## config.mk

```make
export PLATFORM = sky130hd
export DESIGN_NAME = mac_row_ctrl
export DESIGN_NICKNAME = d
export VERILOG_FILES = /design/src/rtl/mac_row_ctrl.sv
export SDC_FILE = /design/constraint.sdc
export NUM_CORES = 1
export LEC_CHECK = 0
export BUFFER_PORTS_ARGS = -buffer_cell sky130_fd_sc_hd__buf_2
export CORE_ASPECT_RATIO = 1.25
export CORE_UTILIZATION = 50
export DETAILED_ROUTE_END_ITERATION = 10
export PLACE_DENSITY = 0.75
export SLEW_MARGIN = 0
export SYNTH_ARGS = -nofsm -noshare
export SYNTH_HDL_FRONTEND = slang
export SYNTH_SLANG_ARGS = --single-unit
export TNS_END_PERCENT = 5
```

## constraint.sdc

```tcl
create_clock -name clk -period 2.25 [get_ports clk]
set_input_delay 0.5625 -clock clk [delete_from_list [all_inputs] [get_ports clk]]
set_output_delay 0.5625 -clock clk [all_outputs]
set_load 0.005 [all_outputs]
```

## src/rtl/mac_row_ctrl.sv

```systemverilog
// Load+execute sequencer for one MAC row: streams col weights, then num_act
// activations, then waits for the last column to return num_act results.
//
// state | meaning
// ------+---------------------------------------------------------------
// IDLE  | waiting for start; mode/count latched on accept
// LOAD  | accepting col weights, issuing kernel-load instructions
// EXEC  | accepting num_act activations, issuing execute instructions
// DRAIN | waiting for the last column to report num_act valid outputs
// DONE  | one-cycle completion pulse, start ignored
module mac_row_ctrl #(
  parameter int bw     = 4,
  parameter int col    = 8,
  parameter int cnt_bw = 8
) (
  input  logic              clk,
  input  logic              reset,
  input  logic              start,
  input  logic              mode_2b_in,
  input  logic [cnt_bw-1:0] num_act,
  input  logic [bw-1:0]     w_data,
  input  logic              w_valid,
  output logic              w_ready,
  input  logic [bw-1:0]     x_data,
  input  logic              x_valid,
  output logic              x_ready,
  output logic [bw-1:0]     in_w,
  output logic [1:0]        inst_w,
  output logic              mode_2b,
  input  logic [col-1:0]    row_valid,
  output logic              busy,
  output logic              done
);

  typedef enum logic [2:0] {
    IDLE,
    LOAD,
    EXEC,
    DRAIN,
    DONE
  } state_t;

  localparam logic [cnt_bw-1:0] last_w = cnt_bw'(col - 1);
  localparam logic [cnt_bw-1:0] one    = cnt_bw'(1);

  state_t            state, state_nxt;
  logic [cnt_bw-1:0] w_cnt, x_cnt, o_cnt, num_act_q;
  logic [cnt_bw-1:0] o_cnt_nxt;
  logic              w_xfer, x_xfer, o_inc, accept;

  assign w_ready = (state == LOAD);
  assign x_ready = (state == EXEC);
  assign busy    = (state != IDLE);
  assign done    = (state == DONE);

  assign w_xfer  = w_ready && w_valid;
  assign x_xfer  = x_ready && x_valid;
  assign accept  = (state == IDLE) && start;

  // Saturating so a stray extra result pulse can never wrap the count.
  assign o_inc     = row_valid[col-1] && ((state == EXEC) || (state == DRAIN)) && (o_cnt != '1);
  assign o_cnt_nxt = o_cnt + cnt_bw'(o_inc);

  always_comb begin
    state_nxt = state;
    case (state)
      IDLE:    if (start) state_nxt = LOAD;
      LOAD:    if (w_xfer && (w_cnt == last_w))
                 state_nxt = (num_act_q != '0) ? EXEC : DONE;
      EXEC:    if (x_xfer && (x_cnt == num_act_q - one)) state_nxt = DRAIN;
      DRAIN:   if (o_cnt_nxt == num_act_q) state_nxt = DONE;
      DONE:    state_nxt = IDLE;
      default: state_nxt = IDLE;
    endcase
  end

  always_ff @(posedge clk or posedge reset) begin
    if (reset) begin
      state     <= IDLE;
      w_cnt     <= '0;
      x_cnt     <= '0;
      o_cnt     <= '0;
      num_act_q <= '0;
      mode_2b   <= 1'b0;
    end else begin
      state <= state_nxt;
      if (accept) begin
        w_cnt     <= '0;
        x_cnt     <= '0;
        o_cnt     <= '0;
        num_act_q <= num_act;
        mode_2b   <= mode_2b_in;
      end else begin
        if (w_xfer) w_cnt <= w_cnt + one;
        if (x_xfer) x_cnt <= x_cnt + one;
        o_cnt <= o_cnt_nxt;
      end
    end
  end

  // Row-side instruction register; any non-transfer cycle becomes a bubble.
  always_ff @(posedge clk or posedge reset) begin
    if (reset) begin
      in_w   <= '0;
      inst_w <= 2'b00;
    end else if (w_xfer) begin
      in_w   <= w_data;
      inst_w <= 2'b01;
    end else if (x_xfer) begin
      in_w   <= x_data;
      inst_w <= 2'b10;
    end else begin
      in_w   <= '0;
      inst_w <= 2'b00;
    end
  end

endmodule
```

After elaboration in Yosys (flattened, before gate mapping):

Index checks and enable logic that the tools add are counted.

* reduce and logical (&&, ||, !) cells: 14
* mux-type cells: 15
* add/sub/neg operators: 4
* eq/ne operators: 12

Operators with widths (count)
* $mux W8: 5
* $add A8 B1 Y8 const B: 2
* $eq A8 B8 Y1: 2
* $mux W3: 5
* $pmux W3 S4: 1
* $add A8 B1 Y8: 1
* $eq A8 B3 Y1 const B: 1
* $mux W4: 2
* $ne A8 B8 Y1 const B: 1
* $reduce_bool A8 Y1: 1
* $sub A8 B1 Y8 const B: 1
* $logic_and A1 B1 Y1: 7
* $eq A3 B2 Y1 const B: 2
* $ne A2 B1 Y1 const B: 3
* $mux W2: 2
* $reduce_and A4 Y1: 1
* $reduce_bool A2 Y1: 2
* $eq A3 B1 Y1 const B: 1
* $eq A3 B3 Y1 const B: 1
* $logic_not A3 Y1: 1
* $reduce_bool A3 Y1: 1
* $ne A2 B2 Y1 const B: 1
* $logic_or A1 B1 Y1: 1

* output and inout bits: 11
* bits in registers: 42
* input bits: 30
* word-level logic and storage cells: 53

Logic depth before layout (Yosys ltp):

Gate-level depths: netlist of run 1.

* word-level depth: 8
* depth in mapped cells: 10
* depth with buffers taken out: 10

Worst setup path after synthesis of run 1:

OpenSTA, ideal clock, no wires.

* path kind: reg2reg
* start: reg state[1]
* end: reg state[2]
* path slack: -52 ps
* setup time: 67 ps
* required time: 2183 ps
* buffers on the path: 1
* arrival: 2235 ps
* clock period less this slack: 2302 ps
* cell stages (with the launch flop): 10
* path through: dfrtp_1 -> clkbuf_1 -> nand2_1 -> nor3_1 -> ha_1 -> nand4_1 -> or3b_2 -> a211oi_1 -> a31o_2 -> o2111a_1

* word-level cells in the longest chain between the ends: 8
* elaborated cells between the ends (all ways): 19
* those cells by class: add/sub (1); eq/ne (8); mux (1); reduce/logical (9)

Ends and longest elaborated chain
* start, declared: RTL line 46 `state_t state, state_nxt;`
* start signal, assigned: RTL line 86 `state <= state_nxt;`
* $eq A3 B2 Y1 (on tied branches): RTL line 52, 61, 66
* $logic_or A1 B1 Y1: RTL line 61 `assign o_inc = row_valid[col-1] && ((state == EXEC) || (state == DRAIN)) && (o_cnt != '1);`
* $logic_and A1 B1 Y1 (2 in series): RTL line 61
* $add A8 B1 Y8: RTL line 62 `assign o_cnt_nxt = o_cnt + cnt_bw'(o_inc);`
* $eq A8 B8 Y1: RTL line 71 `DRAIN: if (o_cnt_nxt == num_act_q) state_nxt = DONE;`
* $ne A2 B1 Y1 (no source line)
* $reduce_and A4 Y1 (no source line)

Several ways; a longest one is shown, not always the timed one.
A chain may end at the register's enable or synchronous reset.

Final worst setup path of run 1:

* start: reg num_act_q[0]
* end: reg state[1]

* word-level cells in the longest chain between the ends: 5
* elaborated cells between the ends (all ways): 11
* those cells by class: add/sub (1); eq/ne (4); mux (3); reduce/logical (3)

Ends and longest elaborated chain
* start, declared: RTL line 47 `logic [cnt_bw-1:0] w_cnt, x_cnt, o_cnt, num_act_q;`
* start signal, assigned: RTL line 91 `num_act_q <= num_act;`
* $sub A8 B1 Y8: RTL line 70 `EXEC: if (x_xfer && (x_cnt == num_act_q - one)) state_nxt = DRAIN;`
* $eq A8 B8 Y1: RTL line 70
* $logic_and A1 B1 Y1: RTL line 70
* $ne A2 B1 Y1 (no source line)
* $reduce_and A4 Y1 (no source line)

Several ways; a longest one is shown, not always the timed one. The select of a mux whose other input is x is not followed.

==> flow_summary.ini, run 1 <==
[yosys]
synth_area_per_cell_um2 = 9.92
yosys_most_used_dff = dfrtp_1
ys_seq_area_share_pct = 44.9
yosys.cell_types.count = 50
synth_area_um2 = 2340
ys.warnings.count = 0
synth_register_bits = 42
synth_edf_count = 0
ys_async_sr_fraction_pct = 100
syn_inst = 236
syn_nets = 271

[worst_setup_path]
cp-end-kind = flip-flop
crit_slowest_cell = or4_1
critical_path.cell_chain = buf_4 -> or4_1 -> or4_1 -> nand3_1 -> and3_4 -> o221ai_1
critical_path_arrival_ns = 2.33
critPathRequiredTime_ns = 2.41
critical_path_start_end_classification = reg -> reg
cp-start-kind = flip-flop
critical_path.n_buffers_inverters = 1
worst_path_dominant_cell_family = simple AND/OR/NAND/NOR gates
timing.critical_path.fanout_max = 5
cp_common_cell = or4_1
timing.critical_path.slowest_cell_delay_ns = 0.55

[sta]
finalClockSkew_ns = 0.00587
achievable-frequency_mhz = 461
setup_viols_final = 0
hold_violations = 0
final_hold_slack_ns = 0.382
timing.slew.headroom_pct = 64.8
min_period_over_period_pct = 96.5
timing.final.crit_period_ns = 2.17
tightestPinTransition_ns = 0.528
slew_viol_final = 0
setup_slack_ns = 0.0799
grt_setup_unrepaired = true

[finish]
post_route_cells_drive_above_1_share_pct = 34.1
final_standard_cell_area_without_fillers_um2 = 3000
layout.cells.most_common = dfrtp_1
antenna_cells = 0
layout-area-overhead-vs-synth_pct = 28.2
final_cell_mix = 42 x dfrtp_1, 33 x buf_2, 32 x buf_4
nets = 331

[placement]
finalWeightedCongestion = 0.795
pre_cts_ws_ns = -0.210
placed_area_um2 = 2740
buffer_ports.inserted = 33
detailed_place_hpwl_mm = 3.31

[detailed_routing]
avgRoutedWirePerCell_um = 13.5
drt_iter0_drc = 62
vias_per_cell = 5.26
drt_wl_total_mm = 4.79
drtAntennaViolNets = 0
detail_route.drc_violations = 0
route.vias.total = 1862
detail_route.first_pass.iterations = 4

[run_status]
result_of_the_run = finished clean

[clock_network]
holdBufCountCts = 0
clk-insertion-delay-late_ns = 0.29
worst_setup_hold_path_clk_slew_ns = 0.08
clock-root-buffer = clkbuf_8
cts_made_buffers = 5
cts_num_sinks = 42
ctsHtreeMaxLevel = 2
cts_tree = built
cts_max_path_buffers = 2

[floorplanning]
core_region_area_um2 = 4460
std_cell_rows = 27
fp.dieArea_um2 = 4960
pin_count = 41
floorplan.initialDensity_pct = 52.5
chipWidth_um = 63.2
fp.dieH_um = 78.5

[global_routing]
grt_max_degree = 43
total_routing_resource_utilization_after_global_routing_pct = 21.1
grt_antenna_before_repair = 0
grt.overflow.total = 0
grt_pass1_wl_mm = 8.20
first_global_vias = 1879

[worst_hold_path]
holdCritPathClass = in -> async

[pwr]
power_density_nw_per_um2 = 1210
total_leakage_power_nw = 1.39
max-vdd-ir-drop_v = 0.000635

[flow_run]
max_cap_violations = 0
==> final cells by class <==
| class | instances | area [um^2] |
|---|---|---|
| multi-input combinational | 173 | 1310 |
| fill | 381 | 1460 |
| tap | 58 | 72.6 |
| clock buffer | 6 | 82.6 |
| sequential | 42 | 1050 |
| timing repair buffer | 66 | 425 |
| inverter | 8 | 30.0 |
| clock inverter | 1 | 30.0 |
==> cells by family (layout without fill, tap and decap cells) <==
kind of cell / after synthesis / count (layout) / synth area share [%]
AOI/OAI and AO/OA: 32 / 32 / 9.94
xor gates and xnor gates: 37 / 37 / 14.4
and+or+nand+nor: 90 / 90 / 20.1
buffers and inverters: 21 / 81 / 3.79
adders and majority gates: 5 / 5 / 2.67
muxes: 9 / 9 / 4.17
DFF: 42 / 42 / 44.9
==> sequential cells by signal, indices dropped and copies added (netlist names) <==
register	flops
num_act_q	8
o_cnt	8
w_cnt	8
x_cnt	8
in_w	4
state	3
inst_w	2
mode_2b	1
==> stage by stage <==
stage	std cells	TNS (ns)	total power [mW]	utilization, %
3_3_place_gp	339	-0.444	2.79	61.4
2_1_floorplan	236	0	2.34	-
6_report	354	0	3.63	67.3
5_1_grt	354	-0.00764	3.91	67.3
4_1_cts	349	0	3.51	65.2
3_5_place_dp	339	-0.584	2.84	61.4
==> tightest hold or removal path: stages <==
cell and delay (ns):
buf_2 0.09, inv_1 0.04, buf_4 0.43
==> timing repair <==
action,CTS,global route
gates resized for setup,7,10
setup buffers,3,5
pin swaps,5,6
endpoints found under the setup margin,3,3
==> cell usage after synthesis (2+ instances only) <==
cell / n / area [um^2]
a211oi_1: 3 / 22.5
a21oi_1: 5 / 25.0
a22o_1: 4 / 35.0
and3_1: 3 / 18.8
buf_2: 2 / 10.0
clkbuf_1: 10 / 37.5
dfrtp_1: 42 / 1050
ha_1: 5 / 62.6
inv_1: 8 / 30.0
mux2_2: 6 / 67.6
mux2i_1: 3 / 30.0
nand2_1: 14 / 52.6
nand2b_1: 2 / 12.5
nand3_1: 10 / 50.1
nand4_1: 5 / 31.3
nor2_1: 29 / 109
nor2b_1: 3 / 18.8
nor3_1: 5 / 25.0
nor4_1: 2 / 12.5
nor4bb_1: 2 / 20.0
o21ai_0: 5 / 25.0
o21bai_1: 2 / 15.0
or3_1: 3 / 18.8
or3b_2: 2 / 17.5
or4_1: 2 / 15.0
xnor2_1: 19 / 166
xor2_1: 17 / 149
==> where the power goes <==
part	internal, mW	total (mW)	leakage (nW)	switching (mW)
Clock	0.355	0.606	0.0573	0.251
Sequential	0.986	1.23	0.549	0.248
Combinational	0.927	1.79	0.788	0.868
Total	2.27	3.63	1.39	1.37
==> routing by layer <==
metal  global-route usage, %  vias up  part of all wire, %
met4                    7.05        0                  1.3
met3                    4.51        7                  3.0
met1                    23.8      886                   41
met5                       0        -                    0
li1                        -      940                    -
met2                    39.0       29                   55
==> worst paths after layout <==
check / cells after the start / startpoint / endpoint / slack, ns
worst max-delay path: 6 / num_act_q[0] / state[1] / 0.08
worst min-delay path: 3 / reset / inst_w[0] / 0.38
worst max register to register: 6 / num_act_q[0] / state[1] / 0.08
worst min register to register: 1 / mode_2b / mode_2b / 0.52
max in group asynchronous: 3 / reset / num_act_q[0] / 1.49
min in group clk: 3 / num_act[1] / num_act_q[1] / 0.47
Note: power is estimated with default switching activity, not from simulation.
==> inputs of run 2 (changes only) <==
Settings changed: BUFFER_PORTS_ARGS -buffer_cell sky130_fd_sc_hd__buf_2 to not set, CORE_UTILIZATION 50 to 57, DONT_BUFFER_PORTS set to 1.
==> run 2 against run 1 <==
  * First-iteration DRC count fell by 8.1%
  * Combinational power down 11%
  * Utilization up 3.5 points
  * Die area is 12% lower
  * Clock power is 16% lower
  * Critical path depth is 3 higher
==> flow_summary.ini, run 2 (synthesis gave the netlist of run 1 again) <==
[run_status]
result_of_the_run = finished clean

[worst_setup_path]
worst_path_dominant_cell_family = simple AND/OR/NAND/NOR gates
critical_path.cell_chain = nand3_1 -> nor3_2 -> nor3_2 -> ha_2 -> nand4_1 -> or3b_2 -> a211oi_2 -> a31o_2 -> o2111a_1
cp-end-kind = flip-flop
critPathRequiredTime_ns = 2.48
cp-endpoint = state[2]
timing.critical_path.slowest_cell_delay_ns = 0.50
cp_common_cell = nor3_2
crit_slowest_cell = or3b_2
reg2regPathDepth = 9
crit_cells = 9
critical_path_arrival_ns = 2.40
timing.critical_path.fanout_max = 3
timing.critical_path.from = o_cnt[0]
timing.rr.end = state[2]
critical_path_start_end_classification = reg -> reg
ff2ff_setup_slack_ns = 0.08
critical_path.n_buffers_inverters = 0
cp-start-kind = flip-flop
worst_r2r_startpoint = o_cnt[0]

[pwr]
power.sequential.fraction_pct = 37.3
total_leakage_power_nw = 1.19
power_density_nw_per_um2 = 1230
max-vdd-ir-drop_v = 0.000819
power.combinational.fraction_pct = 47.6
power_frac_clock_pct = 15.1
swShare_pct = 38.5
net-switching-power_mw = 1.29
power_report.internal_total_mw = 2.07

[floorplanning]
pin_count = 41
core_region_area_um2 = 3850
std_cell_rows = 25
fp.dieArea_um2 = 4370
chipWidth_um = 59.3
floorplan.initialDensity_pct = 60.9
fp.dieH_um = 73.7

[finish]
layout.cells.most_common = dfrtp_1
finish.cell_count_without_fillers = 308
antenna_cells = 0
final_cell_mix = 42 x dfrtp_1, 28 x nor2_1, 22 x buf_4
nets = 288
fillCellCount = 316
layout-area-overhead-vs-synth_pct = 16.4
post_route_cells_drive_above_1_share_pct = 22.4

[global_routing]
grt_pass1_wl_mm = 7.51
grt.overflow.total = 0
met2_usage_in_global_routing_pct = 40.8
global_route.usage.met3_pct = 5.28
grt_use_met1_pct = 27.2
grt_antenna_before_repair = 0
first_global_vias = 1745
total_routing_resource_utilization_after_global_routing_pct = 23.3
grt_max_degree = 43
gr-max-usage-layer = met2

[sta]
finalSetupTns_ns = 0
tightestPinTransition_ns = 0.519
achievable-frequency_mhz = 460
timing.final.crit_period_ns = 2.17
finalClockSkew_ns = 0.00372
hold_violations = 0
slew_viol_final = 0
timing.slew.headroom_pct = 65.4
min_period_over_period_pct = 96.6
setup_viols_final = 0
grt_setup_unrepaired = true

[detailed_routing]
avgRoutedWirePerCell_um = 14.9
vias_per_cell = 5.73
route.vias.total = 1764
detail_route.drc_violations = 0
drt_wl_total_mm = 4.58
drtAntennaViolNets = 0
detail_route.first_pass.iterations = 4
drt_iter0_drc = 57

[placement]
detailed_place_hpwl_mm = 3.19
placed_cells = 299
finalWeightedCongestion = 0.803
buffer_ports.inserted = 0

[clock_network]
worst_setup_hold_path_clk_slew_ns = 0.08
cts_tree = built
ctsHtreeMaxLevel = 2
cts_max_path_buffers = 2
clock-root-buffer = clkbuf_8
holdBufCountCts = 0
clk-insertion-delay-late_ns = 0.29
cts_num_sinks = 42
cts_made_buffers = 5

[flow_run]
max_cap_violations = 0

[worst_hold_path]
holdCritPathClass = in -> async
[run 2: metrics by stage]
stage	utilization [%]	power [mW]	cell area [um^2]	hold slack, ns	setup WS [ns]
floorplan	-	2.34	2340	0.505	0.0171
global placement	66.1	2.70	2540	0.524	-0.0911
detailed placement	66.1	2.75	2540	0.522	-0.139
CTS	69.3	3.30	2670	0.304	0.00645
global route	70.9	3.61	2730	0.336	-0.0383
finish	70.9	3.36	2730	0.292	0.0775
[run 2: worst min path at each step]
| stage | slack, ns | cells past startpoint | endpoint |
|---|---|---|---|
| finish | 0.29 | 2 | in_w[2] |
| global route | 0.34 | 2 | in_w[2] |
| CTS | 0.30 | 2 | in_w[2] |
| detailed placement | 0.52 | 1 | mode_2b |
| global placement | 0.52 | 2 | w_cnt[1] |
| floorplan | 0.51 | 2 | w_cnt[1] |
[run 2: area by class of cell]
class | count | area, um^2 | share of cell area (%)
multi-input combinational | 173 | 1300 | 47.6
clock inverter | 2 | 12.5 | 0.459
timing repair buffer | 23 | 185 | 6.79
inverter | 8 | 30.0 | 1.10
sequential | 42 | 1050 | 38.5
tap | 54 | 67.6 | 2.48
clock buffer | 6 | 82.6 | 3.03
[run 2: power by group through the flow]
stage	sequential (mW)	combinational, mW	clock (mW)
detailed placement	1.26	1.48	0
global placement	1.26	1.44	0
finish	1.25	1.60	0.507
floorplan	1.15	1.19	0
CTS	1.25	1.53	0.523
global route	1.29	1.78	0.549
[run 2: layer usage]
metal / wire [um] / part of all wire, %
met5: 0 / 0
met3: 120 / 2.6
met4: 83 / 1.8
met2: 2450 / 54
met1: 1930 / 42
[run 2: what timing repair did]
action                     4_1_cts  5_1_grt
pin swaps                        3        6
cloned                           0        0
setup endpoints to repair        3        3
buffers inserted                 0        1
resized for setup                5        8
==> inputs of run 3 (changes only) <==
Settings changed: CORE_UTILIZATION 57 to 68, PLACE_DENSITY 0.75 to 0.84.
Clock period 2.25 ns to 2.55 ns, I/O delays scaled along.
==> run 3 against run 2 <==
  * Setup slack improved by 0.051 ns
  * Design area shrank 5.4%
  * Global-route usage is 5.9 points higher
  * Clock skew fell by 0.00082 ns
  * Highest routed layer unchanged
==> flow_summary.ini, run 3 (synthesis gave the netlist of run 1 again) <==
[sta]
setup_viols_final = 0
timing.slew.headroom_pct = 60.7
min_period_over_period_pct = 95.0
hold_violations = 0
finalClockSkew_ns = 0.00289
setup_slack_ns = 0.128
slew_viol_final = 0
tightestPinTransition_ns = 0.588
achievable-frequency_mhz = 413
timing.final.crit_period_ns = 2.42

[pwr]
power_density_nw_per_um2 = 1130
total_leakage_power_nw = 1.14
p_total_mw = 2.91
max-vdd-ir-drop_v = 0.000920

[worst_setup_path]
timing.rr.end = state[0]
ff2ff_setup_slack_ns = 0.13
critical_path_start_end_classification = reg -> reg
worst_r2r_startpoint = num_act_q[1]
cp-end-kind = flip-flop
critical_path_arrival_ns = 2.62
timing.critical_path.fanout_max = 5
critPathRequiredTime_ns = 2.75
timing.critical_path.from = num_act_q[1]
cp-start-kind = flip-flop
reg2regPathDepth = 7

[clock_network]
cts_made_buffers = 5
clock-root-buffer = clkbuf_8
cts_num_sinks = 42
clk-insertion-delay-late_ns = 0.29
worst_setup_hold_path_clk_slew_ns = 0.08
ctsHtreeMaxLevel = 2
cts_tree = built
cts_max_path_buffers = 2
cts_post_setup_buffers_inserted = 0
holdBufCountCts = 0
post_cts_resized = 0

[floorplanning]
pin_count = 41
fp.dieH_um = 67.6
fp.dieArea_um2 = 3680
core_region_area_um2 = 3250
std_cell_rows = 23
chipWidth_um = 54.5
floorplan.initialDensity_pct = 72.0

[global_routing]
grt_antenna_before_repair = 0
grt_max_degree = 43
first_global_vias = 1707
grt.overflow.total = 0
grt_pass1_wl_mm = 7.54
total_routing_resource_utilization_after_global_routing_pct = 29.1

[detailed_routing]
drt_wl_total_mm = 4.79
detail_route.drc_violations = 0
vias_per_cell = 6.34
detail_route.first_pass.iterations = 6
avgRoutedWirePerCell_um = 17.0
drtAntennaViolNets = 0
route.vias.total = 1789
drt_iter0_drc = 52

[placement]
detailed_place_hpwl_mm = 3.42
buffer_ports.inserted = 0
pre_cts_ws_ns = 0.0208
finalWeightedCongestion = 0.840
placed_cells = 274

[finish]
layout.cells.most_common = dfrtp_1
layout-area-overhead-vs-synth_pct = 10.1
final_cell_mix = 42 x dfrtp_1, 28 x nor2_1, 18 x xnor2_1
nets = 279
post_route_cells_drive_above_1_share_pct = 16.3
antenna_cells = 0
finish.cell_count_without_fillers = 282

[worst_hold_path]
holdCritPathClass = in -> async

[run_status]
result_of_the_run = finished clean

[flow_run]
max_cap_violations = 0
run 3: how the worst max path moves through the flow:
| stage | end | slack, ns | cells after the start |
|---|---|---|---|
| after global routing | state[2] | -0.003 | 10 |
| after floorplan | state[2] | 0.23 | 8 |
| final | state[0] | 0.13 | 7 |
| after CTS | state[2] | 0.05 | 10 |
| after global placement | state[2] | 0.11 | 8 |
| after detailed placement | state[2] | 0.02 | 8 |
run 3: metrics by stage:
step	hold slack (ns)	setup TNS, ns	instance area, um^2	utilization (%)
floorplan	0.505	0	2340	-
global placement	0.524	0	2450	75.3
detailed placement	0.531	0	2450	75.3
CTS	0.363	0	2560	78.7
global route	0.412	-0.00284	2580	79.3
finish	0.363	0	2580	79.3
run 3: layout make-up:
| cell class | count | area, um^2 |
|---|---|---|
| inverters | 8 | 30.0 |
| repair buffers | 14 | 105 |
| fillers | 221 | 673 |
| clock buffers | 6 | 72.6 |
| multi-input cells | 173 | 1240 |
| clock inverters | 2 | 37.5 |
| well taps | 37 | 46.3 |
| flip-flops and latches | 42 | 1050 |
run 3: routing by layer:
layer | vias to the layer above | share of wire, % | wire length, um | track usage [%]
li1 | 834 | - | - | -
met5 | - | 0 | 0 | 0
met4 | 0 | 2.3 | 109 | 13.5
met1 | 879 | 40 | 1930 | 33.4
met2 | 63 | 53 | 2550 | 50.5
met3 | 13 | 4.3 | 204 | 6.08
run 3: critical path: stages, from the launching register on:
cell and delay, ns:
dfrtp_1 0.45, inv_1 0.10, ha_1 0.22, or3b_4 0.42, or4_4 0.42, a211oi_2 0.32, a41oi_1 0.16, a22oi_1 0.23
run 3: where the power goes:
part           leakage [nW]  switching [mW]  internal [mW]  total [mW]
Clock                0.0514           0.220          0.292       0.512
Combinational         0.543           0.629          0.618        1.25
Sequential            0.549           0.283          0.871        1.15
